[src/rtl/gray_binary_seq.sv]
// Sequential Gray-to-binary decoder: resolves one bit per clock, MSB first, and
// flags consecutive accepted codes that are not exactly one bit apart.
module gray_binary_seq #(
    parameter int WIDTH = 8
) (
    input  logic             clk,
    input  logic             rst_n,
    input  logic [WIDTH-1:0] g_in,
    input  logic             in_valid,
    output logic             in_ready,
    output logic [WIDTH-1:0] b_out,
    output logic             out_valid,
    input  logic             out_ready,
    output logic             busy,
    output logic             step_err
);

    localparam int IW = $clog2(WIDTH);

    typedef enum logic [1:0] {IDLE, DECODE, DONE} state_t;

    state_t           state;
    logic [WIDTH-1:0] g_cur;
    logic [WIDTH-1:0] b_work;
    logic [IW-1:0]    idx;
    logic [WIDTH-1:0] g_prev;
    logic             prev_valid;
    logic             err_pend;

    logic [IW-1:0]    idx_p1;
    logic [WIDTH-1:0] b_next;
    logic [WIDTH-1:0] diff;
    logic             one_bit;

    // NOTE: every always_comb output gets a default first so no latch is inferred.
    always_comb begin
        idx_p1      = idx + IW'(1);
        b_next      = b_work;
        b_next[idx] = b_work[idx_p1] ^ g_cur[idx];
        diff        = g_in ^ g_prev;
        // Exactly one bit set: non-zero and clearing the lowest set bit leaves zero.
        one_bit     = (diff != '0) && ((diff & (diff - WIDTH'(1))) == '0);
    end

    // NOTE: sequential state uses non-blocking assignments only.
    always_ff @(posedge clk or negedge rst_n) begin
        if (!rst_n) begin
            state      <= IDLE;
            g_cur      <= '0;
            b_work     <= '0;
            idx        <= '0;
            g_prev     <= '0;
            prev_valid <= 1'b0;
            err_pend   <= 1'b0;
            b_out      <= '0;
            out_valid  <= 1'b0;
            step_err   <= 1'b0;
            busy       <= 1'b0;
            in_ready   <= 1'b0;
        end else begin
            case (state)
                IDLE: begin
                    in_ready <= 1'b1;
                    if (in_valid && in_ready) begin
                        g_cur      <= g_in;
                        b_work     <= {g_in[WIDTH-1], {(WIDTH-1){1'b0}}};
                        idx        <= IW'(WIDTH - 2);
                        g_prev     <= g_in;
                        prev_valid <= 1'b1;
                        // The step verdict uses the previous word, so it is settled here.
                        err_pend   <= prev_valid && !one_bit;
                        state      <= DECODE;
                        in_ready   <= 1'b0;
                        busy       <= 1'b1;
                    end
                end
                DECODE: begin
                    b_work <= b_next;
                    idx    <= idx - IW'(1);
                    if (idx == '0) begin
                        state     <= DONE;
                        b_out     <= b_next;
                        out_valid <= 1'b1;
                        step_err  <= err_pend;
                    end
                end
                DONE: begin
                    // Return to IDLE with in_ready already low for this edge: one bubble cycle.
                    if (out_ready) begin
                        state     <= IDLE;
                        out_valid <= 1'b0;
                        in_ready  <= 1'b1;
                        busy      <= 1'b0;
                    end
                end
                default: begin
                    state <= IDLE;
                end
            endcase
        end
    end

endmodule

[config.mk]
export PLATFORM = sky130hd
export DESIGN_NAME = gray_binary_seq
export DESIGN_NICKNAME = d
export VERILOG_FILES = /design/src/rtl/gray_binary_seq.sv
export SDC_FILE = /design/constraint.sdc
export NUM_CORES = 1
export LEC_CHECK = 0
export ABC_CLOCK_PERIOD_IN_PS = 2400
export BUFFER_PORTS_ARGS = -buffer_cell sky130_fd_sc_hd__buf_2
export CAP_MARGIN = 0
export CORE_UTILIZATION = 56
export CTS_CLUSTER_SIZE = 40
export DETAILED_ROUTE_END_ITERATION = 12
export PLACE_DENSITY = 0.76
export SETUP_SLACK_MARGIN = 0.1
export SYNTH_ARGS = -nofsm -noshare
export SYNTH_HDL_FRONTEND = slang
export SYNTH_SLANG_ARGS = --single-unit
[constraint.sdc]
create_clock -name clk -period 2.4 [get_ports clk]
set_input_delay 0 -clock clk [delete_from_list [all_inputs] [get_ports clk]]
set_output_delay 0 -clock clk [all_outputs]
set_load 0.005 [all_outputs]
### Yosys cells after proc, flatten, opt, wreduce, memory -nomap -nowiden

Index checks and enable logic that the tools add are counted.

* add/subtract/negate cells: 3
* magnitude comparators: 3
* eq/ne operators: 5
* mux-type cells: 23
* bitwise gates (word level): 3
* reductions and logical operators: 19

Operators with widths (count)
* case mux 8 bit (2 select lines): 1
* AND reduction 3 bit: 3
* bitwise AND 8 bit: 1
* bitwise mux 8 bit: 1
* logical NOT 8 bit: 1
* less-than comparator 3 x 4 -> 1 bit, second input constant: 2
* two-way mux 1 bit: 8
* two-way mux 8 bit: 1
* AND reduction 2 bit: 4
* nonzero test 8 bit: 1
* subtractor 8 x 1 -> 8 bit, second input constant: 1
* bitwise XOR 8 bit: 1
* binary-select mux 1 bit (select 3 bit): 2
* two-way mux 2 bit: 3
* != test 2 bit, second input constant: 3
* case mux 1 bit (2 select lines): 3
* case mux 2 bit (3 select lines): 1
* case mux 3 bit (2 select lines): 1
* nonzero test 2 bit: 3
* logical AND 1 bit: 4
* adder 3 x 1 -> 3 bit, second input constant: 1
* demux 1 bit (select 3 bit): 1
* >= comparator 3 x 1 -> 1 bit, second input constant: 1
* logical NOT 3 bit: 1
* other kinds (7): 7

* bits in registers: 35
* word-level logic and storage cells: 67

### Longest topological paths before layout

* depth in word-level cells: 7
* mapped depth: 9
* depth with buffers taken out: 7

### Worst setup path before layout

OpenSTA, ideal clock, no wires.

* kind: register to register
* start: reg idx[1]
* end: reg b_work[0]
* library setup time: 0.065 ns
* arrival: 2.108 ns
* setup slack: 0.227 ns
* stages on the path, launching flop included: 10
* buffers on the path: 2
* period minus slack after synthesis: 2.173 ns
* cells stage by stage: dfrtp_1 -> clkbuf_1 -> inv_1 -> ha_1 -> mux4_1 -> mux2i_1 -> xor2_1 -> and2_1 -> buf_6 -> a22o_1

* cells in the longest elaborated chain, start to end: 6

RTL lines
* start: declaration: RTL line 25 `logic [IW-1:0] idx;`
* start signal: assignment: RTL line 67 `idx <= IW'(WIDTH - 2);`
* start signal: assignment: RTL line 79 `idx <= idx - IW'(1);`
* adder 3 x 1 -> 3 bit (tied with other cells): RTL line 37 `idx_p1 = idx + IW'(1);`
* binary-select mux 1 bit (select 3 bit) or logical AND 1 bit (tied branches): RTL line 39 `b_next[idx] = b_work[idx_p1] ^ g_cur[idx];`
* two-way mux 1 bit (not written as such): RTL line 39
* bitwise XOR 1 bit or demux 1 bit (select 3 bit) (tied branches): RTL line 39
* bitwise mux 8 bit (*): RTL line 39
* case mux 8 bit (2 select lines) (*): RTL line 61 `case (state)`
* end signal: assignment: RTL line 66 `b_work <= {g_in[WIDTH-1], {(WIDTH-1){1'b0}}};`
* end signal: assignment: RTL line 78 `b_work <= b_next;`
* end: declaration: RTL line 24 `logic [WIDTH-1:0] b_work;`

Mark *: on every way between the ends. The rest lies on a longest branch, timed or not. The select of a mux whose other input is x is not followed.
A chain may end at the register's enable or synchronous reset.

### Final worst setup path

* start: reg idx[0]
* end: reg b_out[0]

* cells in the longest elaborated chain, start to end: 5

RTL lines
* adder 3 x 1 -> 3 bit (tied with other cells): RTL line 37
* binary-select mux 1 bit (select 3 bit) or logical AND 1 bit (tied branches): RTL line 39
* two-way mux 1 bit (not written as such): RTL line 39
* bitwise XOR 1 bit or demux 1 bit (select 3 bit) (tied branches): RTL line 39
* bitwise mux 8 bit: RTL line 39
* end signal: assignment: RTL line 82 `b_out <= b_next;`
* end: declaration: RTL line 11 `output logic [WIDTH-1:0] b_out,`

Several ways; a longest one is shown, not always the timed one. The select of a mux whose other input is x is not followed.

==> key figures <==
Outcome
  – Status: completed

Finish
  – Multi-input gate area: a little under 900 um2
  – Sequential cell area: 878 um2
  – # diodes: 0
  – Commonest non-fill, non-tap cells in the layout: nand2_1 (33), dfrtp_1 (33), buf_2 (23)
  – Fillers: ~260
  – Design area: approximately 0.0022 mm2
  – Share of cells above drive strength 1: 0.237
  – Layout Nets: between 200 and 250
  – Area delta synth->final: 20.3%

Critical path
  – Critical Path Stages: 8
  – Crit Path Class: reg -> reg
  – Slowest CP cell: dfrtp_2
  – Worst-path cell chain: inv_1 > ha_4 > mux4_1 > mux2i_1 > xor2_1 > buf_4 > mux2i_1 > a21oi_1
  – R2R setup slack: 0.25 ns
  – Crit path max-delay family: multiplexers
  – Reg2reg end: b_out[0]
  – Worst Setup SP: idx[0]
  – Type of origin of the critical path: flip-flop
  – Crit path DAT: 2.41 ns
  – Reg-to-Reg Start: idx[0]
  – Critical path data required time: 2.66 ns
  – Slowest stage delay, CP: 0.45 ns
  – Crit. End Element: flip-flop
  – Crit-path max FO: 6
  – CP Capture Point: b_out[0]
  – FF-to-FF path depth: 8
  – WP buf/inv: 2
  – CP dominant cell by count: mux2i_1

Route
  – Routed len/inst: approximately 15 um
  – Vias/cell: 5.52
  – Antenna viol nets, final: 0
  – DR vias: ~1400
  – Routed WL: 3.84 mm
  – Remaining DRCs: 0
  – Initial DRC count: 60
  – DR pass1 iterations: 4

Synth
  – Leading register cell type out of synthesis: dfrtp_1
  – Asr flop ratio synth: 1.00
  – Area fraction of the dominant cell type after synthesis: 0.485
  – Synth area leaders: dfrtp_1 (49%), nand2_1 (6.9%), mux4_1 (4.4%)
  – Mapped cell area: approximately 0.0018 mm2
  – Post-synth EDFFs: 0
  – Post-synthesis sequential area ratio: 0.485
  – Syn_area_per_cell: a little over 10 um2
  – Syn Nets: 190
  – Synth Register Bits: 35
  – Netlist cell types: 34
  – Area leader, netlist: dfrtp_1
  – Synth Instances: around 180
  – YS warnings: 0

Clocking
  – Root buffer cell: clkbuf_4
  – Clock latency on the worst-skew pair: around 0.34 ns
  – Cts bufs inserted: 5
  – Clock Path Buffers: 2
  – Clock H-tree levels: 2
  – Clock Sink Count: 35
  – Worst-path clk slew: roughly 0.1 ns
  – CTS tree: yes

Floorplanning
  – Die area: between 0.003 and 0.004 mm2
  – Die width: roughly 59 um
  – Die Y: roughly 59 um
  – Core Area: slightly above 0.003 mm2
  – Initial Utilization: 0.591
  – # IOs: 24
  – Core Rows: 20

GRT
  – First-pass GRT wire length: 6.32 mm
  – GR Overflow Total: 0
  – Gr usage total: 0.252
  – Vias in the first global route: roughly 1400
  – Initial antenna violation count: 0
  – Largest net degree at the start of global routing: 36

STA
  – Hold Slack: about 0.13 ns
  – Max-slew headroom: 0.493
  – Setup TNS: 0 ns
  – Fmax: between 0.4 and 0.5 GHz
  – Fin crit share: 0.895
  – Slew Limit Fails: 0
  – Fin Clk Skew: about 0.0087 ns
  – Worst slew pin tran: around 0.76 ns
  – RSZ-0062 raised after global routing: false
  – # setup viols final: 0
  – Crit path time final: about 2.1 ns
  – Hold Fails Final Rpt: 0

Pwr
  – Leakage Power: 1.05 nW
  – Sw power: approximately 1.2 mW
  – Clock power frac: 0.125
  – Pwr/cell area: around 1300 mW/mm2
  – Net Sw Frac: 0.407
  – Cell-internal power: about 1.7 mW
  – Comb pwr share: 0.511
  – Maximum VDD drop: 0.000739 V
  – Pwr Total: about 2.9 mW
  – Flop pwr share: 0.364

Placed design
  – Detailed Place HPWL: ~2.7 mm
  – Cell Area, Placed: 0.00196 mm2
  – Port Buffers: 23
  – GPL Wtd Cong: around 0.94

Worst hold path
  – HP Class: in -> reg

Job
  – Max_cap viols: 0
worst register-to-register path, stage by stage (launching register included):
cell and delay, ns:
dfrtp_2 0.45, inv_1 0.21, ha_4 0.26, mux4_1 0.26, mux2i_1 0.21, xor2_1 0.27, buf_4 0.18, mux2i_1 0.06
a21oi_1 0.17
registers in the layout (all words and copies together) (netlist names):
name,flops
prev_valid,1
b_work,8
in_ready,1
out_valid,1
step_err,1
b_out,8
idx,3
busy,1
state,2
err_pend,1
g_prev,8
power groups by stage:
stage / Clock [mW] / Combinational (mW) / Sequential, mW
5_1_grt: 0.397 / 1.64 / 1.09
4_1_cts: 0.373 / 1.36 / 1.07
2_1_floorplan: 0 / 1.04 / 1.00
3_5_place_dp: 0 / 1.33 / 1.08
3_3_place_gp: 0 / 1.26 / 1.06
6_report: 0.363 / 1.48 / 1.05
stage by stage:
step | setup WS [ns] | utilization | cells
after detailed placement | 0.129 | 0.641 | 237
after CTS | 0.170 | 0.697 | 255
final | 0.252 | 0.711 | 259
after floorplan | 0.227 | - | 175
after global routing | 0.0816 | 0.711 | 259
after global placement | 0.360 | 0.641 | 237
synthesized netlist by cell type, types with 2 or more instances:
master	number
nand3_1	5
ha_1	3
buf_6	2
xor2_1	4
clkbuf_1	7
mux2i_1	7
dfrtp_1	35
nand2_1	33
nor2_1	9
and3_1	5
a21oi_1	7
nor2b_1	2
mux2_2	5
inv_1	4
nor3_1	3
nand2b_1	2
o21ai_0	12
xnor2_1	7
mux4_1	3
a22o_1	6
kinds of logic (layout without fill, tap and decap cells):
| group | count (synthesis) | in the layout | share of synthesized area |
|---|---|---|---|
| AND/OR/NAND/NOR | 64 | 64 | 0.160 |
| adder cells (fa/ha/maj) | 4 | 4 | 0.0264 |
| flip-flops | 35 | 35 | 0.485 |
| buffers and inverters | 13 | 53 | 0.0354 |
| AO/OA/AOI/OAI | 32 | 32 | 0.113 |
| XOR/XNOR | 11 | 11 | 0.0534 |
| multiplexers | 16 | 16 | 0.126 |
worst min path at each step:
| stage | from | to | slack (ns) | depth (start not counted) |
|---|---|---|---|---|
| after floorplan | rst_n | b_out[0] | -0.30 | 0 |
| after global placement | rst_n | g_prev[1] | 0.10 | 1 |
| after detailed placement | rst_n | g_prev[1] | 0.12 | 1 |
| after CTS | in_valid | busy | 0.13 | 4 |
| after global routing | in_valid | busy | 0.18 | 4 |
| final | in_valid | busy | 0.13 | 4 |
final cells by class:
type                            instances  share of cell area
Inverter                                4             0.00692
Clock buffer                            8              0.0317
Tap cell                               44              0.0254
Sequential cell                        35               0.405
Timing Repair Buffer                   41               0.127
Multi-Input combinational cell        127               0.405
routing by layer:
| metal | global-route usage | wire [um] | part of all wire | vias up |
|---|---|---|---|---|
| met5 | 0 | 0 | 0 | - |
| met4 | 0.116 | 111 | 0.029 | 0 |
| met3 | 0.0681 | 171 | 0.044 | 15 |
| met2 | 0.404 | 1820 | 0.47 | 39 |
| met1 | 0.321 | 1740 | 0.45 | 687 |
| li1 | - | - | - | 688 |
timing repair:
action	CTS	global route
buffers inserted	0	4
cloned	0	0
gates resized for setup	2	2
hold endpoints to repair	46	0
hold buffers	10	0
setup endpoints to repair	1	11
pin swaps	0	1
No activity file was read; power rests on OpenSTA's default activity.
